File: src/rtl/bin2bcd_serial_if.sv
// Start/done handshake bundle for bin2bcd_serial.
// The controller drives the request side; the converter drives the result side.
interface bin2bcd_serial_if #(
  parameter int BIN_W  = 16,
  parameter int DIGITS = 5
);
  logic                  i_start;
  logic [BIN_W-1:0]      i_bin;
  logic                  o_busy;
  logic                  o_done;
  logic [4*DIGITS-1:0]   o_bcd;
  logic                  o_ovf;
  logic                  o_sign;

  modport master (
    output i_start, i_bin,
    input  o_busy, o_done, o_bcd, o_ovf, o_sign
  );

  modport slave (
    input  i_start, i_bin,
    output o_busy, o_done, o_bcd, o_ovf, o_sign
  );
endinterface

File: src/rtl/bin2bcd_serial.sv
// Iterative double-dabble binary-to-BCD converter: one input bit per clock.
// Define BIN2BCD_SIGNED_EN to treat i_bin as two's complement and report the sign on o_sign.
module bin2bcd_serial #(
  parameter int BIN_W  = 16,
  parameter int DIGITS = 5
) (
  input  logic                i_clk,
  input  logic                i_rst_n,
  bin2bcd_serial_if.slave     bus
);
  localparam int ACC_W = 4 * DIGITS;
  localparam int CNT_W = $clog2(BIN_W);

  typedef enum logic [1:0] {
    ST_IDLE  = 2'd0,
    ST_SHIFT = 2'd1,
    ST_DONE  = 2'd2
  } state_t;

  state_t             state_r;
  logic [BIN_W-1:0]   sreg_r;
  logic [ACC_W-1:0]   acc_r;
  logic [CNT_W-1:0]   cnt_r;
  logic               ovf_r;
  logic               done_r;
  logic [ACC_W-1:0]   bcd_r;
  logic               ovf_out_r;

  logic [ACC_W-1:0]   adj_s;
  logic [ACC_W-1:0]   acc_shift_s;
  logic               ovf_next_s;
  logic [BIN_W-1:0]   load_s;

  // Digit adjust: each 4-bit digit >= 5 gets +3, with no carry into the next digit.
  function automatic logic [ACC_W-1:0] dabble_adjust(input logic [ACC_W-1:0] acc);
    logic [ACC_W-1:0] res;
    res = acc;
    for (int d = 0; d < DIGITS; d++) begin
      if (acc[4*d +: 4] >= 4'd5) begin
        res[4*d +: 4] = acc[4*d +: 4] + 4'd3;
      end else begin
        res[4*d +: 4] = acc[4*d +: 4];
      end
    end
    return res;
  endfunction

  // Next accumulator value and overflow for one shift step.
  always_comb begin
    adj_s       = dabble_adjust(acc_r);
    acc_shift_s = {adj_s[ACC_W-2:0], sreg_r[BIN_W-1]};
    ovf_next_s  = ovf_r | adj_s[ACC_W-1];
  end

`ifdef BIN2BCD_SIGNED_EN
  logic sign_r;
  logic sign_out_r;

  // Magnitude of the two's-complement input; the most negative value maps to 2^(BIN_W-1).
  always_comb begin
    if (bus.i_bin[BIN_W-1]) begin
      load_s = (~bus.i_bin) + {{(BIN_W-1){1'b0}}, 1'b1};
    end else begin
      load_s = bus.i_bin;
    end
  end

  // Sign latched on acceptance and published together with the BCD result.
  always_ff @(posedge i_clk or negedge i_rst_n) begin
    if (!i_rst_n) begin
      sign_r     <= 1'b0;
      sign_out_r <= 1'b0;
    end else begin
      if (state_r == ST_IDLE && bus.i_start) begin
        sign_r <= bus.i_bin[BIN_W-1];
      end
      if (state_r == ST_SHIFT && cnt_r == '0) begin
        sign_out_r <= sign_r;
      end
    end
  end

  assign bus.o_sign = sign_out_r;
`else
  // Unsigned build loads the input unchanged.
  always_comb begin
    load_s = bus.i_bin;
  end

  assign bus.o_sign = 1'b0;
`endif

  // Control FSM, datapath registers and registered result outputs.
  always_ff @(posedge i_clk or negedge i_rst_n) begin
    if (!i_rst_n) begin
      state_r   <= ST_IDLE;
      sreg_r    <= '0;
      acc_r     <= '0;
      cnt_r     <= '0;
      ovf_r     <= 1'b0;
      done_r    <= 1'b0;
      bcd_r     <= '0;
      ovf_out_r <= 1'b0;
    end else begin
      case (state_r)
        ST_IDLE: begin
          done_r <= 1'b0;
          if (bus.i_start) begin
            sreg_r  <= load_s;
            acc_r   <= '0;
            ovf_r   <= 1'b0;
            cnt_r   <= CNT_W'(BIN_W - 1);
            state_r <= ST_SHIFT;
          end else begin
            state_r <= ST_IDLE;
          end
        end
        ST_SHIFT: begin
          acc_r  <= acc_shift_s;
          sreg_r <= {sreg_r[BIN_W-2:0], 1'b0};
          ovf_r  <= ovf_next_s;
          if (cnt_r == '0) begin
            bcd_r     <= acc_shift_s;
            ovf_out_r <= ovf_next_s;
            done_r    <= 1'b1;
            state_r   <= ST_DONE;
          end else begin
            cnt_r <= cnt_r - CNT_W'(1);
          end
        end
        ST_DONE: begin
          done_r  <= 1'b0;
          state_r <= ST_IDLE;
        end
        default: begin
          done_r  <= 1'b0;
          state_r <= ST_IDLE;
        end
      endcase
    end
  end

  assign bus.o_busy = (state_r == ST_SHIFT) || (state_r == ST_DONE);
  assign bus.o_done = done_r;
  assign bus.o_bcd  = bcd_r;
  assign bus.o_ovf  = ovf_out_r;
endmodule

File: src/flat_wrapper.sv
// flat-port wrapper written by rule: the top's interface ports become plain ports
module bin2bcd_serial_flat 
#(
  parameter int BIN_W  = 16,
  parameter int DIGITS = 5
)
  (i_clk, i_rst_n, bus_i_start, bus_i_bin, bus_o_busy, bus_o_done, bus_o_bcd, bus_o_ovf, bus_o_sign);
  bin2bcd_serial_if #(.BIN_W(BIN_W), .DIGITS(DIGITS)) bus_i ();
  input  logic i_clk;
  input  logic i_rst_n;
  input wire logic [$bits(bus_i.i_start)-1:0] bus_i_start;
  input wire logic [$bits(bus_i.i_bin)-1:0] bus_i_bin;
  output wire logic [$bits(bus_i.o_busy)-1:0] bus_o_busy;
  output wire logic [$bits(bus_i.o_done)-1:0] bus_o_done;
  output wire logic [$bits(bus_i.o_bcd)-1:0] bus_o_bcd;
  output wire logic [$bits(bus_i.o_ovf)-1:0] bus_o_ovf;
  output wire logic [$bits(bus_i.o_sign)-1:0] bus_o_sign;
  assign bus_i.i_start = bus_i_start;
  assign bus_i.i_bin = bus_i_bin;
  assign bus_o_busy = bus_i.o_busy;
  assign bus_o_done = bus_i.o_done;
  assign bus_o_bcd = bus_i.o_bcd;
  assign bus_o_ovf = bus_i.o_ovf;
  assign bus_o_sign = bus_i.o_sign;
  bin2bcd_serial #(.BIN_W(BIN_W), .DIGITS(DIGITS)) u_core (.i_clk(i_clk), .i_rst_n(i_rst_n), .bus(bus_i));
endmodule
File: config.mk
export PLATFORM = sky130hd
export DESIGN_NAME = bin2bcd_serial_flat
export DESIGN_NICKNAME = d
export VERILOG_FILES = /design/src/rtl/bin2bcd_serial_if.sv /design/src/rtl/bin2bcd_serial.sv /design/src/flat_wrapper.sv
export SDC_FILE = /design/constraint.sdc
export NUM_CORES = 1
export LEC_CHECK = 0
export BUFFER_PORTS_ARGS = -buffer_cell sky130_fd_sc_hd__buf_2
export CELL_PAD_IN_SITES_DETAIL_PLACEMENT = 0
export CELL_PAD_IN_SITES_GLOBAL_PLACEMENT = 1
export CORE_MARGIN = 8
export CORE_UTILIZATION = 40
export CTS_CLUSTER_DIAMETER = 50
export DETAILED_ROUTE_END_ITERATION = 8
export HOLD_SLACK_MARGIN = 0.15
export PLACE_DENSITY_LB_ADDON = 0.1
export RECOVER_POWER = 100
export SYNTH_ARGS = -nofsm -noshare
export SYNTH_HDL_FRONTEND = slang
export SYNTH_SLANG_ARGS = --single-unit
File: constraint.sdc
create_clock -name i_clk -period 1.75 [get_ports i_clk]
set_clock_uncertainty 0.2 [all_clocks]
set_input_delay 0.0875 -clock i_clk [delete_from_list [all_inputs] [get_ports i_clk]]
set_output_delay 0.0875 -clock i_clk [all_outputs]
set_load 0.05 [all_outputs]
==> summary.md <==
- complete, no violations — result of the run
- 13.9 um — routed length per instance
- 1.89 nW — Static Leakage
- 43 — I/O pin total
- 34 — number of distinct library cells after synthesis
- 34.7% — area grow syn2layout
- 468 — Cell Count Post-Placement
- flop to flop — critical setup path kind
- 0.07 ns — Reg clk slew, reported paths
- 0.616 ns — worst-margin pin slew
- 4.93 — average via count per standard cell
- u_core.bus.o_bcd[2] — worst min-delay path startpoint
- 0.591 — worst max-slew margin expressed relative to the limit
- 0.0110 mm^2 — area of the die
- 1.76 ns — arrival time of data at the critical path endpoint
- 32 — floorplan row count
- 9 — Num CTS Buffers
- 0.00511 W — PnR Total Power
- 64 — sink count of the clock tree
- sky130_fd_sc_hd__dfrtp_2 — cell with the biggest individual delay on the critical path
- 0.551 — final core utilization
- 1.74 ns — Final Critical Period
- built — TritonCTS clock tree
- 0.00769 mm^2 — Core Box Area
- 2 — largest buffer count on any clock path
- 1210 mW/mm^2 — power density cells
- 7.09 mm — Total Routed Length
- true — setup repair after global routing missed its margin
- 6 — worst-path maximum fanout
- 105 um — die span in y
- 3 — CTS H-tree depth
- 0.996 — period utilisation layout
- 0.42 ns — worst stage delay on the critical path
- 0 — initial antenna violation count
- 0.128 — GRT Overall Usage
- 0.800 — routability congestion estimate from global placement
- sky130_fd_sc_hd__clkbuf_8 — clock tree root driver cell
- 1.77 ns — data required time of the critical path
- 35 — largest net degree at the start of global routing
- 41 — total of buffers placed on input and output ports
- 990 uV — Peak supply drop
- 0.509 — Seq/Total Area, Yosys
- 0 — count of endpoints failing setup in the final report
- 0 ns — Post-Route Setup TNS
- 10.2 um^2 — per-instance average area after synthesis
- 4.88 mm — sum of net half-perimeters after detailed placement
- u_core.bus.o_done — start point of the critical path
- flop to flop — type of the tightest min-delay check
- 0.33 ns — later-pin clock latency in the skew report
- 307 — Post-Synthesis Cells
- sky130_fd_sc_hd__dfrtp_1 (63), sky130_fd_sc_hd__nand2_1 (48), sky130_fd_sc_hd__o21ai_1 (40) — most used cells in the layout excluding fill and tap cells
- 0 — remaining antenna violation count after routing
- 0 — number of remaining DRC errors
- flop — startpoint class of the critical path
- inv_4 > ha_4 > mux2i_4 > buf_12 > o22ai_2 > a22o_1 — sequence of cells on the critical path
- 510 — number of non-filler instances in the completed layout
- 64 — FF+latch count, synth
- 0 — Maximum Capacitance Violations
- 0.574 GHz — Peak Freq
- 0 — aggregate global routing overflow
- 0 — Final Max Slew Viols
- 0.287 — share of cells above drive strength 1
- 0.00314 mm^2 — Post-Syn Area
- 69 — starting DRC count in detailed routing
- 339 — nets in the synthesized netlist
- 11.5 mm — wire length of the first global-routing pass
- 0.00424 mm^2 — post-route standard cell area excluding fillers
- 435 — Final nets
- 0 — Hold Violations, Final
- 0.00365 mm^2 — standard cell area after detailed placement
- 2442 — via count of the first global-routing pass
- 0.409 — starting density of the core
- 0 — total number of yosys warnings
- flop — crit path capture type
- 105 um — Die X
- sky130_fd_sc_hd__dfrtp_1 — leading cell type in the layout, fill and taps excluded
- 4 — first-pass detailed-route iteration total
- 2514 — vias after detailed routing
- 0 — Inserted Diodes
- u_core.bus.o_done — Reg-to-Reg Start
## synth_stat cells
| cell | count | area [um^2] |
|---|---|---|
| sky130_fd_sc_hd__dfrtp_1 | 64 | 1600 |
| sky130_fd_sc_hd__nand2_1 | 49 | 184 |
| sky130_fd_sc_hd__o21ai_0 | 29 | 145 |
| sky130_fd_sc_hd__o21ai_1 | 22 | 110 |
| sky130_fd_sc_hd__mux2i_1 | 16 | 160 |
| sky130_fd_sc_hd__inv_1 | 15 | 56.3 |
| sky130_fd_sc_hd__a21oi_1 | 14 | 70.1 |
| sky130_fd_sc_hd__ha_1 | 13 | 163 |
| sky130_fd_sc_hd__o22ai_1 | 12 | 75.1 |
| sky130_fd_sc_hd__nand2b_1 | 8 | 50.1 |
| sky130_fd_sc_hd__buf_6 | 7 | 78.8 |
| sky130_fd_sc_hd__mux2_2 | 6 | 67.6 |
| sky130_fd_sc_hd__nor2_1 | 6 | 22.5 |
| sky130_fd_sc_hd__nor3b_1 | 6 | 45.0 |
| sky130_fd_sc_hd__xnor2_1 | 5 | 43.8 |
| sky130_fd_sc_hd__buf_2 | 4 | 20.0 |
| sky130_fd_sc_hd__buf_4 | 4 | 30.0 |
| sky130_fd_sc_hd__a22o_1 | 3 | 26.3 |
| sky130_fd_sc_hd__a31oi_1 | 3 | 18.8 |
| sky130_fd_sc_hd__o21a_1 | 3 | 22.5 |
| sky130_fd_sc_hd__a211oi_1 | 2 | 15.0 |
| sky130_fd_sc_hd__nand3_1 | 2 | 10.0 |
| sky130_fd_sc_hd__nand3b_1 | 2 | 15.0 |
| sky130_fd_sc_hd__nor3_1 | 2 | 10.0 |
| sky130_fd_sc_hd__a21boi_0 | 1 | 7.51 |
| sky130_fd_sc_hd__a21o_1 | 1 | 7.51 |
| sky130_fd_sc_hd__a21oi_2 | 1 | 8.76 |
| sky130_fd_sc_hd__conb_1 | 1 | 3.75 |
| sky130_fd_sc_hd__mux2_4 | 1 | 15.0 |
| sky130_fd_sc_hd__mux2i_4 | 1 | 22.5 |
| sky130_fd_sc_hd__nand2_4 | 1 | 11.3 |
| sky130_fd_sc_hd__nor2b_1 | 1 | 6.26 |
| sky130_fd_sc_hd__nor3b_2 | 1 | 12.5 |
| sky130_fd_sc_hd__or3b_2 | 1 | 8.76 |
## power breakdown
group / internal, W / total, W / switching (W) / leakage, nW
sequential: 0.00174 / 0.00192 / 0.000173 / 0.797
combinational: 0.000924 / 0.00191 / 0.000984 / 0.993
clock: 0.000733 / 0.00128 / 0.000550 / 0.103
## cell type report
class / count / area (um^2)
Multi-Input combinational cell: 213 / 1500
Fill cell: 744 / 3450
Inverter: 15 / 58.8
Sequential cell: 64 / 1600
Timing Repair Buffer: 100 / 749
Clock buffer: 13 / 159
Clock inverter: 3 / 40.0
Tap cell: 102 / 128
## metal layers
layer / GRT usage / vias to the layer above / share of wire
li1: - / 1269 / -
met1: 0.160 / 1189 / 0.47
met2: 0.202 / 48 / 0.47
met3: 0.0430 / 8 / 0.051
met4: 0.0459 / 0 / 0.013
met5: 0 / - / 0
## critical path, delay by kind of cell, from the launching register on
kind,cells,cell delay (ns)
AOI/OAI and AO/OA,2,0.25
adders and majority gates,1,0.17
buffers and inverters,2,0.25
DFF,1,0.42
muxes,1,0.34
## metrics by stage
step	worst slack (ns)	hold WS [ns]
CTS	0.00000167	0.285
global placement	-0.00488	-0.107
floorplan	-0.0852	-0.408
detailed placement	-0.0512	-0.113
global route	-0.0494	0.310
finish	0.00785	0.274
## cell families after synthesis
family | Yosys count | synth area share
compound gates | 91 | 0.161
xor+xnor | 5 | 0.0139
fa+ha+maj | 13 | 0.0517
buf+inv | 30 | 0.0589
flops | 64 | 0.509
mux | 24 | 0.0844
other cells | 1 | 0.00119
simple gates | 79 | 0.119
## registers in the layout (all words and copies together), names as in the netlist
name / count
u_core.bus.o_bcd: 20
u_core.sreg_r: 16
u_core.cnt_r: 4
u_core.bus.o_done: 1
u_core.ovf_r: 1
u_core.acc_r: 20
u_core.state_r: 1
u_core.bus.o_ovf: 1
## final timing paths
path	end	slack, ns	depth (start not counted)
min	u_core.bus.o_bcd[2]	0.27	2
min reg2reg	u_core.bus.o_bcd[2]	0.27	2
max reg2reg	u_core.acc_r[7]	0.008	6
min in group asynchronous	u_core.sreg_r[10]	0.61	3
max	u_core.acc_r[7]	0.008	6
max in group asynchronous	u_core.acc_r[3]	0.15	4
## what timing repair did
action	4_1_cts	5_1_grt
resized for setup	8	37
hold buffers	19	0
hold endpoints to repair	85	0
cloned	0	2
buffers inserted	0	5
pin swaps	0	5
setup endpoints to repair	12	37
(Power assumes the default switching activity.)
